<file path="src/rtl/data_stack_pkg.sv">
// Shared definitions for the hardware data stack.
// Op codes are shared with the CPU decode.
package data_stack_pkg;

  typedef enum logic [2:0] {
    STK_NOP   = 3'd0,
    STK_PUSH  = 3'd1,
    STK_POP   = 3'd2,
    STK_P2P   = 3'd3,
    STK_SWAP  = 3'd4,
    STK_DUP   = 3'd5,
    STK_OVER  = 3'd6,
    STK_NOP7  = 3'd7
  } stk_op_e;

  localparam int ERR_OVF = 0;
  localparam int ERR_UNF = 1;

endpackage

</file>
<file path="src/rtl/stack_ram.sv">
// Spill RAM for entries below TOS/NOS.
// Ports: clk, we/waddr/wdata (sync write), raddr/rdata (async read).
module stack_ram #(
  parameter int WIDTH = 16,
  parameter int WORDS = 14,
  parameter int AW    = $clog2(WORDS)
) (
  input  logic             clk,
  input  logic             we,
  input  logic [AW-1:0]    waddr,
  input  logic [WIDTH-1:0] wdata,
  input  logic [AW-1:0]    raddr,
  output logic [WIDTH-1:0] rdata
);

  logic [WIDTH-1:0] mem [WORDS];

  always_ff @(posedge clk) begin
    if (we) mem[waddr] <= wdata;
  end

  assign rdata = mem[raddr];

endmodule

</file>
<file path="src/rtl/data_stack.sv">
// Data stack: TOS/NOS in registers, deeper entries in stack_ram.
// Ports: clk, rst, op, din, err_clr -> tos, nos, count, empty, full, err.
module data_stack
  import data_stack_pkg::*;
#(
  parameter int WIDTH = 16,
  parameter int DEPTH = 16,
  parameter int CW    = $clog2(DEPTH+1)
) (
  input  logic             clk,
  input  logic             rst,
  input  logic [2:0]       op,
  input  logic [WIDTH-1:0] din,
  input  logic             err_clr,
  output logic [WIDTH-1:0] tos,
  output logic [WIDTH-1:0] nos,
  output logic [CW-1:0]    count,
  output logic             empty,
  output logic             full,
  output logic [1:0]       err
);

  localparam int WORDS = DEPTH - 2;
  localparam int AW    = (WORDS > 1) ? $clog2(WORDS) : 1;

  logic [WIDTH-1:0] tos_q, nos_q, tos_n, nos_n;
  logic [CW-1:0]    cnt_q, cnt_n, sp;
  logic [1:0]       err_q, err_n;
  logic             has1, has2, has3, is_full;
  logic             we, ovf, unf;
  logic [AW-1:0]    waddr, raddr;
  logic [WIDTH-1:0] wdata, rdata;
  stk_op_e          op_e;

  assign op_e    = stk_op_e'(op);
  assign has1    = cnt_q >= CW'(1);
  assign has2    = cnt_q >= CW'(2);
  assign has3    = cnt_q >= CW'(3);
  assign is_full = cnt_q == CW'(DEPTH);

  // sp only meaningful with two or more entries; held at 0 otherwise
  assign sp    = has2 ? cnt_q - CW'(2) : '0;
  assign waddr = AW'(sp);
  assign raddr = has3 ? AW'(sp - CW'(1)) : '0;

  stack_ram #(
    .WIDTH (WIDTH),
    .WORDS (WORDS),
    .AW    (AW)
  ) u_ram (
    .clk   (clk),
    .we    (we),
    .waddr (waddr),
    .wdata (wdata),
    .raddr (raddr),
    .rdata (rdata)
  );

  always_comb begin
    tos_n = tos_q;
    nos_n = nos_q;
    cnt_n = cnt_q;
    we    = 1'b0;
    wdata = nos_q;
    ovf   = 1'b0;
    unf   = 1'b0;
    unique case (op_e)
      STK_PUSH: begin
        if (is_full) ovf = 1'b1;
        else begin
          we    = has2;
          nos_n = tos_q;
          tos_n = din;
          cnt_n = cnt_q + CW'(1);
        end
      end
      STK_POP: begin
        if (!has1) unf = 1'b1;
        else begin
          tos_n = nos_q;
          nos_n = has3 ? rdata : '0;
          cnt_n = cnt_q - CW'(1);
        end
      end
      STK_P2P: begin
        if (!has2) unf = 1'b1;
        else begin
          tos_n = din;
          nos_n = has3 ? rdata : '0;
          cnt_n = cnt_q - CW'(1);
        end
      end
      STK_SWAP: begin
        if (!has2) unf = 1'b1;
        else begin
          tos_n = nos_q;
          nos_n = tos_q;
        end
      end
      STK_DUP: begin
        if (!has1) unf = 1'b1;
        else if (is_full) ovf = 1'b1;
        else begin
          we    = has2;
          nos_n = tos_q;
          cnt_n = cnt_q + CW'(1);
        end
      end
      STK_OVER: begin
        if (!has2) unf = 1'b1;
        else if (is_full) ovf = 1'b1;
        else begin
          we    = 1'b1;
          nos_n = tos_q;
          tos_n = nos_q;
          cnt_n = cnt_q + CW'(1);
        end
      end
      default: ;
    endcase
    // a new error in the clear cycle still sets its bit
    err_n          = err_clr ? 2'b00 : err_q;
    err_n[ERR_OVF] = err_n[ERR_OVF] | ovf;
    err_n[ERR_UNF] = err_n[ERR_UNF] | unf;
  end

  always_ff @(posedge clk or posedge rst) begin
    if (rst) begin
      tos_q <= '0;
      nos_q <= '0;
      cnt_q <= '0;
      err_q <= '0;
    end else begin
      tos_q <= tos_n;
      nos_q <= nos_n;
      cnt_q <= cnt_n;
      err_q <= err_n;
    end
  end

  assign tos   = tos_q;
  assign nos   = nos_q;
  assign count = cnt_q;
  assign empty = cnt_q == '0;
  assign full  = is_full;
  assign err   = err_q;

endmodule

</file>
<file path="config.mk">
export PLATFORM = sky130hd
export DESIGN_NAME = data_stack
export DESIGN_NICKNAME = d
export VERILOG_FILES = /design/src/rtl/data_stack_pkg.sv /design/src/rtl/stack_ram.sv /design/src/rtl/data_stack.sv
export SDC_FILE = /design/constraint.sdc
export NUM_CORES = 1
export LEC_CHECK = 0
export CORE_ASPECT_RATIO = 0.75
export CORE_MARGIN = 2
export CORE_UTILIZATION = 62
export CTS_BUF_LIST = sky130_fd_sc_hd__clkbuf_8
export DETAILED_ROUTE_END_ITERATION = 10
export GPL_ROUTABILITY_DRIVEN = 0
export PLACE_DENSITY_LB_ADDON = 0.25
export RECOVER_POWER = 25
export SYNTH_ARGS = -nofsm -noshare
export SYNTH_HDL_FRONTEND = slang
export SYNTH_HIERARCHICAL = 1
export SYNTH_SLANG_ARGS = --single-unit
</file>
<file path="constraint.sdc">
create_clock -name clk -period 5 [get_ports clk]
set_clock_uncertainty 0.2 [all_clocks]
set_input_delay 1 -clock clk [delete_from_list [all_inputs] [get_ports clk]]
set_output_delay 1 -clock clk [all_outputs]
set_load 0.005 [all_outputs]
</file>
# Word-level counts from Yosys, hierarchy flattened
# Memory sizes are Yosys's and may differ from the RTL's.
# Cells that the tools add are included.
classes:
  muxes: 38
  addsub: 4
  reduce_logical: 9
  order_cmp: 3
  eq_ne: 14
  bitwise_logic: 2
ops:
  columns: ["operator", "n"]
  rows:
  - ["2-to-1 mux 16 bit", 13]
  - ["case mux 16 bit (6 select lines)", 1]
  - ["case mux 16 bit (5 select lines)", 1]
  - ["2-to-1 mux 5 bit", 5]
  - ["case mux 5 bit (5 select lines)", 1]
  - ["!= test 2 bit, second input constant", 7]
  - ["2-to-1 mux 1 bit", 11]
  - [">= comparator 5 x 2 -> 1 bit, second input constant", 2]
  - ["nonzero test 5 bit", 2]
  - ["equality test 3 bit, second input constant", 3]
  - ["2-to-1 mux 4 bit", 2]
  - ["AND reduction 7 bit", 1]
  - ["equality test 3 x 2 -> 1 bit, second input constant", 2]
  - ["case mux 1 bit (3 select lines)", 2]
  - ["AND reduction 6 bit", 1]
  - ["nonzero test 6 bit", 1]
  - ["adder 5 x 1 -> 5 bit, second input constant", 1]
  - ["equality test 5 bit, second input constant", 1]
  - [">= comparator 5 x 1 -> 1 bit, second input constant", 1]
  - ["zero test 5 bit", 1]
  - ["AND reduction 5 bit", 1]
  - ["subtractor 5 x 1 -> 5 bit, second input constant", 1]
  - ["subtractor 4 x 1 -> 4 bit, second input constant", 1]
  - ["subtractor 4 x 2 -> 4 bit, second input constant", 1]
  - ["6 further kinds", 7]
totals:
  out_inout_bits: 41
  ram_bits: 224
  mem_count: 1
  inputBits: 22
  word_cells: 75
  register_bits: 39
memory_table:
  columns: ["memory", "words", "word_bits", "read_ports", "rd_ports_with_merged_regs", "write_ports", "line", "text"]
  rows:
  - ["u_ram.mem", 14, 16, 1, 0, 1, "stack_ram.sv:16", "logic [WIDTH-1:0] mem [WORDS];"]

# Longest topological paths before layout
# An unclocked memory read counts as a cell.
logic_depth:
  depth_word: 8
  mapped_depth: 17
  mapped_depth_nobuf: 14

# By module
# The synthesis kept the hierarchy.
by_module_without_submodules:
  columns: ["module", "cells_each", "area_each_um2", "instances"]
  rows:
  - ["stack_ram", 379, 8600.7, 1]
  - ["data_stack", 235, 2427.3, 1]

# Worst setup path before layout
# OpenSTA, ideal clock, no wires.
synth_path:
  path_type: "input to register"
  from: "in op[1]"
  to: "mem u_ram.mem[0][0], enable pin"
  required_time_ns: 4.391
  slack_ns: 0.879
  arrival_ns: 3.512
  setup_ns: 0.409
  stages: 7
  cell_sequence: "clkbuf_1 > inv_1 > nor3_1 > nor2_1 > nor3_1 > or3b_2 > nor3_1"
synth_between:
  elab_chain_cells: 4
synth_rtl:
  columns: ["item", "line", "text"]
  rows:
  - ["from (decl)", "data_stack.sv:12", "input logic [2:0] op,"]
  - ["equality test 3 bit or equality test 3 x 1 -> 1 bit (tied branches)", "data_stack.sv:67", "unique case (op_e)"]
  - ["case mux 1 bit (3 select lines) (*)", "data_stack.sv:67", null]
  - ["via we", "data_stack.sv:30", "logic we, ovf, unf;"]
  - ["2-to-1 mux 1 bit (*)", "stack_ram.sv:19", "if (we) mem[waddr] <= wdata;"]
  - ["2-to-1 mux 1 bit (not written as such) (*)", "stack_ram.sv:19", null]
  - ["to (decl)", "stack_ram.sv:16", null]
# Mark *: on every way through the listed nets, which the timed path passes. The rest lies on a longest branch.

# Worst setup path in the final report
layout_path:
  from: "reg cnt_q[1], in the netlist count[1]"
  to: "reg nos_q[12], in the netlist nos[12]"
layout_between:
  elab_chain_cells: 8
layout_rtl:
  columns: ["item", "line", "text"]
  rows:
  - ["from (decl)", "data_stack.sv:27", "logic [CW-1:0] cnt_q, cnt_n, sp;"]
  - ["from (signal assigned)", "data_stack.sv:136", "cnt_q <= cnt_n;"]
  - ["subtractor 4 x 2 -> 4 bit or >= comparator 5 x 2 -> 1 bit (tied branches)", "data_stack.sv:42, data_stack.sv:37", null]
  - ["2-to-1 mux 4 bit", "data_stack.sv:42", "assign sp = has2 ? cnt_q - CW'(2) : '0;"]
  - ["subtractor 4 x 1 -> 4 bit", "data_stack.sv:44", "assign raddr = has3 ? AW'(sp - CW'(1)) : '0;"]
  - ["2-to-1 mux 4 bit (*)", "data_stack.sv:44", null]
  - ["via raddr[1]", "data_stack.sv:31", "logic [AW-1:0] waddr, raddr;"]
  - ["memory read (14 x 16 bit) (*)", null, null]
  - ["via rdata[12]", "data_stack.sv:32", "logic [WIDTH-1:0] wdata, rdata;"]
  - ["2-to-1 mux 16 bit (*)", "data_stack.sv:81, data_stack.sv:89", null]
  - ["2-to-1 mux 16 bit (on tied branches)", "data_stack.sv:86, data_stack.sv:78", null]
  - ["case mux 16 bit (6 select lines) (*)", "data_stack.sv:67", null]
  - ["to (signal assigned)", "data_stack.sv:135", "nos_q <= nos_n;"]
  - ["to (decl)", "data_stack.sv:26", "logic [WIDTH-1:0] tos_q, nos_q, tos_n, nos_n;"]
# Mark *: on every way through the listed nets, which the timed path passes. The rest lies on a longest branch. The select of a mux whose other input is x is not followed.
# A chain may end at the register's enable or synchronous reset.

==> metrics.txt <==
# rows=between 40 and 50; internal power=about 6 mW; RR Startpoint=count[1]; Hold Fails Final Rpt=0; Max Transition Viols Final=0; Pwr Density=between 700 and 800 nW/µm²; clk sinks=roughly 260; Hold WC Path Type=reg -> reg; net switching power=roughly 3.4 mW; power share of the clock group=between 10% and 20%; setup TNS=0 ns; met1 WL=roughly 9500 µm; cells after synthesis=approximately 610; Die X=158 µm; antenna violations before repair=0; DRT antenna net count=0; RSZ-0062 raised after global routing=false; post-synth top area cell=edfxtp_1; layout cells sized above 1=about a quarter; minimum clock period=~4.1 ns; combinational share of power=a little under half; I/O pin count=63; Worst Setup Path Type=reg -> reg; CP startpoint kind=flop; router iterations before antenna repair=7; Adder-Cell Fraction of Synth Area=1.24%; commonest cells in the netlist=224 x edfxtp_1, 54 x mux2_2, 41 x nand2_1; FF-to-FF path depth=14; register area share after synthesis=69.8%; wire length on met2=~11,000 µm; Seq cells post-synth=between 200 and 300; Initial Util=between 60% and 70%; post_cts resized=0; H-tree levels=2; die height=about 120 µm; Mapped Area=11,000 µm²; Worst Max-Slew Pin Slew=around 0.96 ns; ant diodes=0; Tot Pwr=about 9.3 mW; Syn Nets=646; Final Setup Violations=0; DR vias/cell=slightly above 6; max cap viols=0; crit path max fanout=23; part of the cycle the worst path needs=between 80% and 90%; main combinational cell family by area after synthesis=multiplexers; Slew headroom=a little over a third; Longest Clk Path Bufs=3; worst endpoint required time=between 5 and 6 ns; Worst Hold Path Cells=1; post-synthesis simple-gate area fraction=around 3.7%; Fmax=241 MHz; DR vias=around 6,000; Hold Startpoint=err[1]; gr ovfl total=0; Final HPWL DP=14,700 µm; routed len/inst=23.2 µm; core area=approximately 18,000 µm²; clk root buf=clkbuf_8; top-area cell type share of the netlist area=61.0%; CTS Buf Count=38; Port-buffer cells=62; Switching Fraction=36.8%; largest net degree at the start of global routing=65; Leak=about 4.5 nW; CP Launch Point=count[1]; area growth from synthesis to layout=15.5%; Post-Route WL=22,700 µm; Post-synth ARST share=14.8%; Synth area leaders=edfxtp_1 61%, dfrtp_1 8.8%, mux4_2 8.0%, mux2_2 5.5%, mux4_1 2.1%; fin cells=approximately 980; most common cell in the synthesized netlist=edfxtp_1; multiplexer area fraction after synthesis=between 10% and 20%; DR iter-0 viols=479; layout net count=~740; first-pass GRT wire length=~35,000 µm; worst endpoint data arrival time=approximately 4.3 ns; met3 WL=between 1000 and 1500 µm; Avg Inst Size Synth=approximately 18 µm²; Synth Flop Type=edfxtp_1; EDFF count, synth=approximately 220; Compound-Gate Fraction of Synth Area=under 10%; CP endpoint kind=flop; xor/xnor cell area share of the yosys netlist=less than 1%; hold_buf cts=0; Netlist cell types=48; Clock transition at path regs=around 0.07 ns; CTS tree=done; vias in the first global route=roughly 6,200; maximum vdd drop=~0.44 mV; DRC=0; status=completed; share of power burned in registers=~37%; Synth Warn #=6; top sig layer=met4; gr usage total=between 20% and 30%; postcts setup bufs=0; post-placement cell count=around 910; Die ar.=approximately 19,000 µm²; Clock Latency Late Sink=a little over 0.5 ns
[logic make-up (layout without fill, tap and decap cells)]
kind of cell	after synthesis	after routing
AND/OR/NAND/NOR	90	90
AO/OA/AOI/OAI	66	66
flip-flops	263	263
buffers and inverters	45	168
XOR/XNOR	8	8
adder cells (fa/ha/maj)	11	11
multiplexers	131	131
[layout by cell type (no fill, tap or decap), types with 3 or more instances in the layout]
| cell type | instances |
|---|---|
| inv_1 | 21 |
| mux2i_1 | 19 |
| clkbuf_8 | 44 |
| mux4_1 | 9 |
| clkdlybuf4s50_1 | 62 |
| clkinv_1 | 9 |
| xnor2_1 | 5 |
| nand2_1 | 41 |
| mux4_2 | 39 |
| mux2_2 | 54 |
| xor2_1 | 3 |
| o21ai_0 | 16 |
| edfxtp_1 | 224 |
| nand2b_1 | 6 |
| o22ai_1 | 19 |
| nand3_1 | 5 |
| nor2_1 | 17 |
| a21oi_1 | 17 |
| dfrtp_1 | 39 |
| buf_4 | 24 |
| mux2_4 | 10 |
| nor3_2 | 4 |
| ha_1 | 10 |
[critical path, stage by stage, from the launching register on]
cell,delay (ns)
dfrtp_1,0.45
inv_1,0.21
ha_1,0.23
nor3b_2,0.39
nand2_1,0.21
nand2_1,0.14
ha_1,0.26
nor2_4,0.51
buf_12,0.27
mux4_2,0.33
o22ai_1,0.30
a21oi_1,0.09
nand2_1,0.08
o21ai_0,0.08
mux2_4,0.27
[state kept, by name, indices dropped and copies added (netlist names)]
register and cells:
u_ram/mem 224, tos 16, err 2, count 5, nos 16
[metrics by stage]
stage          util, %  area [µm²]  hold slack, ns  setup WS [ns]
3_3_place_gp      68.5       12000           0.265           1.01
5_1_grt           72.6       12700           0.308          0.557
2_1_floorplan        -       11000           0.274          0.879
6_report          72.6       12700           0.289          0.857
3_5_place_dp      68.5       12000           0.277          0.854
4_1_cts           72.6       12700           0.292          0.875
[layout make-up]
class	count	area, µm²
Sequential cell	263	7700
Fill cell	1082	4820
Multi-Input combinational cell	306	3120
Timing Repair Buffer	90	848
Clock buffer	44	606
Tap cell	242	303
Clock inverter	21	108
Inverter	13	48.8
[power groups by stage]
stage	clock network [mW]	registers (mW)	logic, mW
floorplan	0	3.38	2.93
CTS	1.62	3.50	4.30
global placement	0	3.49	4.18
detailed placement	0	3.54	4.29
global route	1.71	3.55	4.54
finish	1.59	3.48	4.28
[routing by layer]
layer	track usage, %	vias up
met2	40.7	260
li1	-	2634
met5	0	-
met3	4.08	40
met4	7.71	0
met1	35.1	3107
[path summary, 6_finish.rpt]
kind / slack, ns / end
min in group asynchronous: 0.74 / tos[1]
worst min-delay path: 0.29 / err[1]
worst max register to register: 0.86 / nos[12]
worst min register to register: 0.29 / err[1]
max in group asynchronous: 3.51 / count[3]
worst max-delay path: 0.86 / nos[12]
Power figures use the tool's default switching activity.
==> patch, RTL diff (same flow settings) <==
Put one more register stage on the output `count`, cleared by the reset. The value now appears one clock later. The other outputs are not delayed to match.
--- a/src/rtl/data_stack.sv
+++ b/src/rtl/data_stack.sv
@@ -140,7 +140,13 @@
 
   assign tos   = tos_q;
   assign nos   = nos_q;
-  assign count = cnt_q;
+  always_ff @(posedge clk or posedge rst) begin
+    if (rst) begin
+      count <= '0;
+    end else begin
+      count <= cnt_q;
+    end
+  end
   assign empty = cnt_q == '0;
   assign full  = is_full;
   assign err   = err_q;
Check against the original RTL: not equivalent (a bounded check fails within 4 cycles, from zero or initial values and one cycle with rst high).
==> patch against the original RTL <==
- final area grew 1.9%
- count of clock-buffer cells in the layout shrank 2
- wire length grew 0.15%
- sequential cell count grew 5
- power grew 1.5%
- critical path depth is the same
- combinational power shrank 1%
- setup slack gained 0.0093 ns
- synthesized area grew 1.9%
==> patch: results (changes against the original RTL) <==
** Place
- Post-placement worst setup slack :: 0.6047 ns (was 0.8545 ns)
- Placed Instances :: 921 (was 914)
- The placed standard-cell area was 12,220 µm² (was 12,030 µm²).
- The post-detailed-placement half-perimeter wirelength came to 14.49 mm (was 14.69 mm).

** Layout
- The share of post-route cells with drive strength above 1 came to 26.30% (was 26.05%).
- Final layout net count :: 753 (was 744)
- Post-route non-filler standard cell count :: 991 (was 979)

** Routing
- Pre-antenna DRT Iters :: 4 (was 7)
- The routed length per instance is 22.93 µm (was 23.17 µm).
- The via-per-instance ratio came to 6.100 (was 6.171).
- Starting DRT DRC Count :: 516 (was 479)

** STA
- The worst slew margin relative to its limit is 38.21% (was 35.93%).

** Run status
- Result of the run: complete, no violations (unchanged).

** Pwr
- Worst ir drop on vdd :: 423.5 µV (was 435.2 µV)
- The leakage power of the design came to 0.004606 µW (was 0.004466 µW).
- Switching share of power :: 36.51% (was 36.83%)

** Setup path
- Cell family with most CP delay :: simple AND/OR/NAND/NOR gates (unchanged)
- The arrival time of the worst setup path is 4.34 ns (was 4.33 ns).
- Library cell contributing the largest single delay on the critical path :: sky130_fd_sc_hd__mux4_1 (was sky130_fd_sc_hd__nor2_4)

** Global routing
- Wire length of the first global-routing pass :: 35.89 mm (was 34.62 mm)
- The overall fraction of global-route tracks in use is 24.83% (was 24.89%).
- Pin count of the biggest net entering global routing :: 49 (was 65)
- Via count of the first global-routing pass :: 6,254 (was 6,224)

** Synthesis
- Asr flop ratio synth :: 16.42% (was 14.83%)
- Commonest cells in the netlist: 224 x sky130_fd_sc_hd__edfxtp_1, 54 x sky130_fd_sc_hd__mux2_2, 44 x sky130_fd_sc_hd__dfrtp_1, 39 x sky130_fd_sc_hd__mux4_2, 39 x sky130_fd_sc_hd__nand2_1 (was 224 x sky130_fd_sc_hd__edfxtp_1, 54 x sky130_fd_sc_hd__mux2_2, 41 x sky130_fd_sc_hd__nand2_1, 39 x sky130_fd_sc_hd__dfrtp_1, 39 x sky130_fd_sc_hd__mux4_2).
- The count of distinct cell types in the synthesized netlist came to 47 (was 48).
- The average cell area after synthesis came to 18.04 µm² (was 17.96 µm²).
- The share of synthesized area occupied by flip-flops and latches was 69.65% (was 69.84%).
- Synth top area cells :: sky130_fd_sc_hd__edfxtp_1 60%, sky130_fd_sc_hd__dfrtp_1 9.8%, sky130_fd_sc_hd__mux4_2 7.8% (was sky130_fd_sc_hd__edfxtp_1 61%, sky130_fd_sc_hd__dfrtp_1 8.8%, sky130_fd_sc_hd__mux4_2 8.0%)
- The synthesized netlist net count is 655 (was 646).

** CTS
- Clock insertion delay at the later pin of the skew report :: 0.53 ns (was 0.51 ns)
- Maximum level of the CTS H-tree :: 2 (unchanged)
- Total CTS buffers :: 40 (was 38)
patch: changes by cell type after synthesis, sizes merged, moves of 2 or more:
cell and change:
nand2 -2, dfrtp +5, a32oi -2, inv -2, o21ai +3
patch: final cells by class:
cell class,instances,area [µm²]
fillers,1071,4727
repair buffers,90,844.6
multi-input cells,310,3196
inverters,11,41.29
well taps,242,302.8
flip-flops and latches,268,7828
clock buffers,42,578.1
clock inverters,28,192.7
patch: metal layers:
layer | vias up | share of wire, % | track usage, %
li1 | 2660 | - | -
met1 | 3098 | 43 | 36.26
met2 | 249 | 48 | 39.02
met3 | 38 | 6.9 | 4.906
met4 | 0 | 2.0 | 7.216
met5 | - | 0 | 0
patch: kinds of logic (layout without fill, tap and decap cells):
logic type | after synthesis | count (layout) | share of synthesized area (%)
flops | 268 | 268 | 69.65
simple gates | 94 | 94 | 4.175
fa+ha+maj | 10 | 10 | 1.113
mux | 130 | 130 | 18.27
compound gates | 67 | 67 | 3.797
buf+inv | 45 | 171 | 2.294
xor+xnor | 9 | 9 | 0.7014
patch: power groups by stage:
stage	clock, µW	sequential, µW	combinational [µW]
3_5_place_dp	0	3610	4210
5_1_grt	1860	3610	4550
3_3_place_gp	0	3570	4140
6_report	1720	3550	4220
4_1_cts	1770	3560	4230
2_1_floorplan	0	3430	2950
patch: final timing paths:
path | slack [ns] | cells after the start | end | startpoint
setup / recovery | 0.87 | 14 | nos[9] | cnt_q[1]
hold / removal | 0.33 | 0 | count[4] | cnt_q[4]
setup reg to reg | 0.87 | 14 | nos[9] | cnt_q[1]
hold reg to reg | 0.33 | 0 | count[4] | cnt_q[4]
max in group asynchronous | 3.18 | 2 | tos[2] | rst
min in group asynchronous | 0.81 | 2 | tos[13] | rst
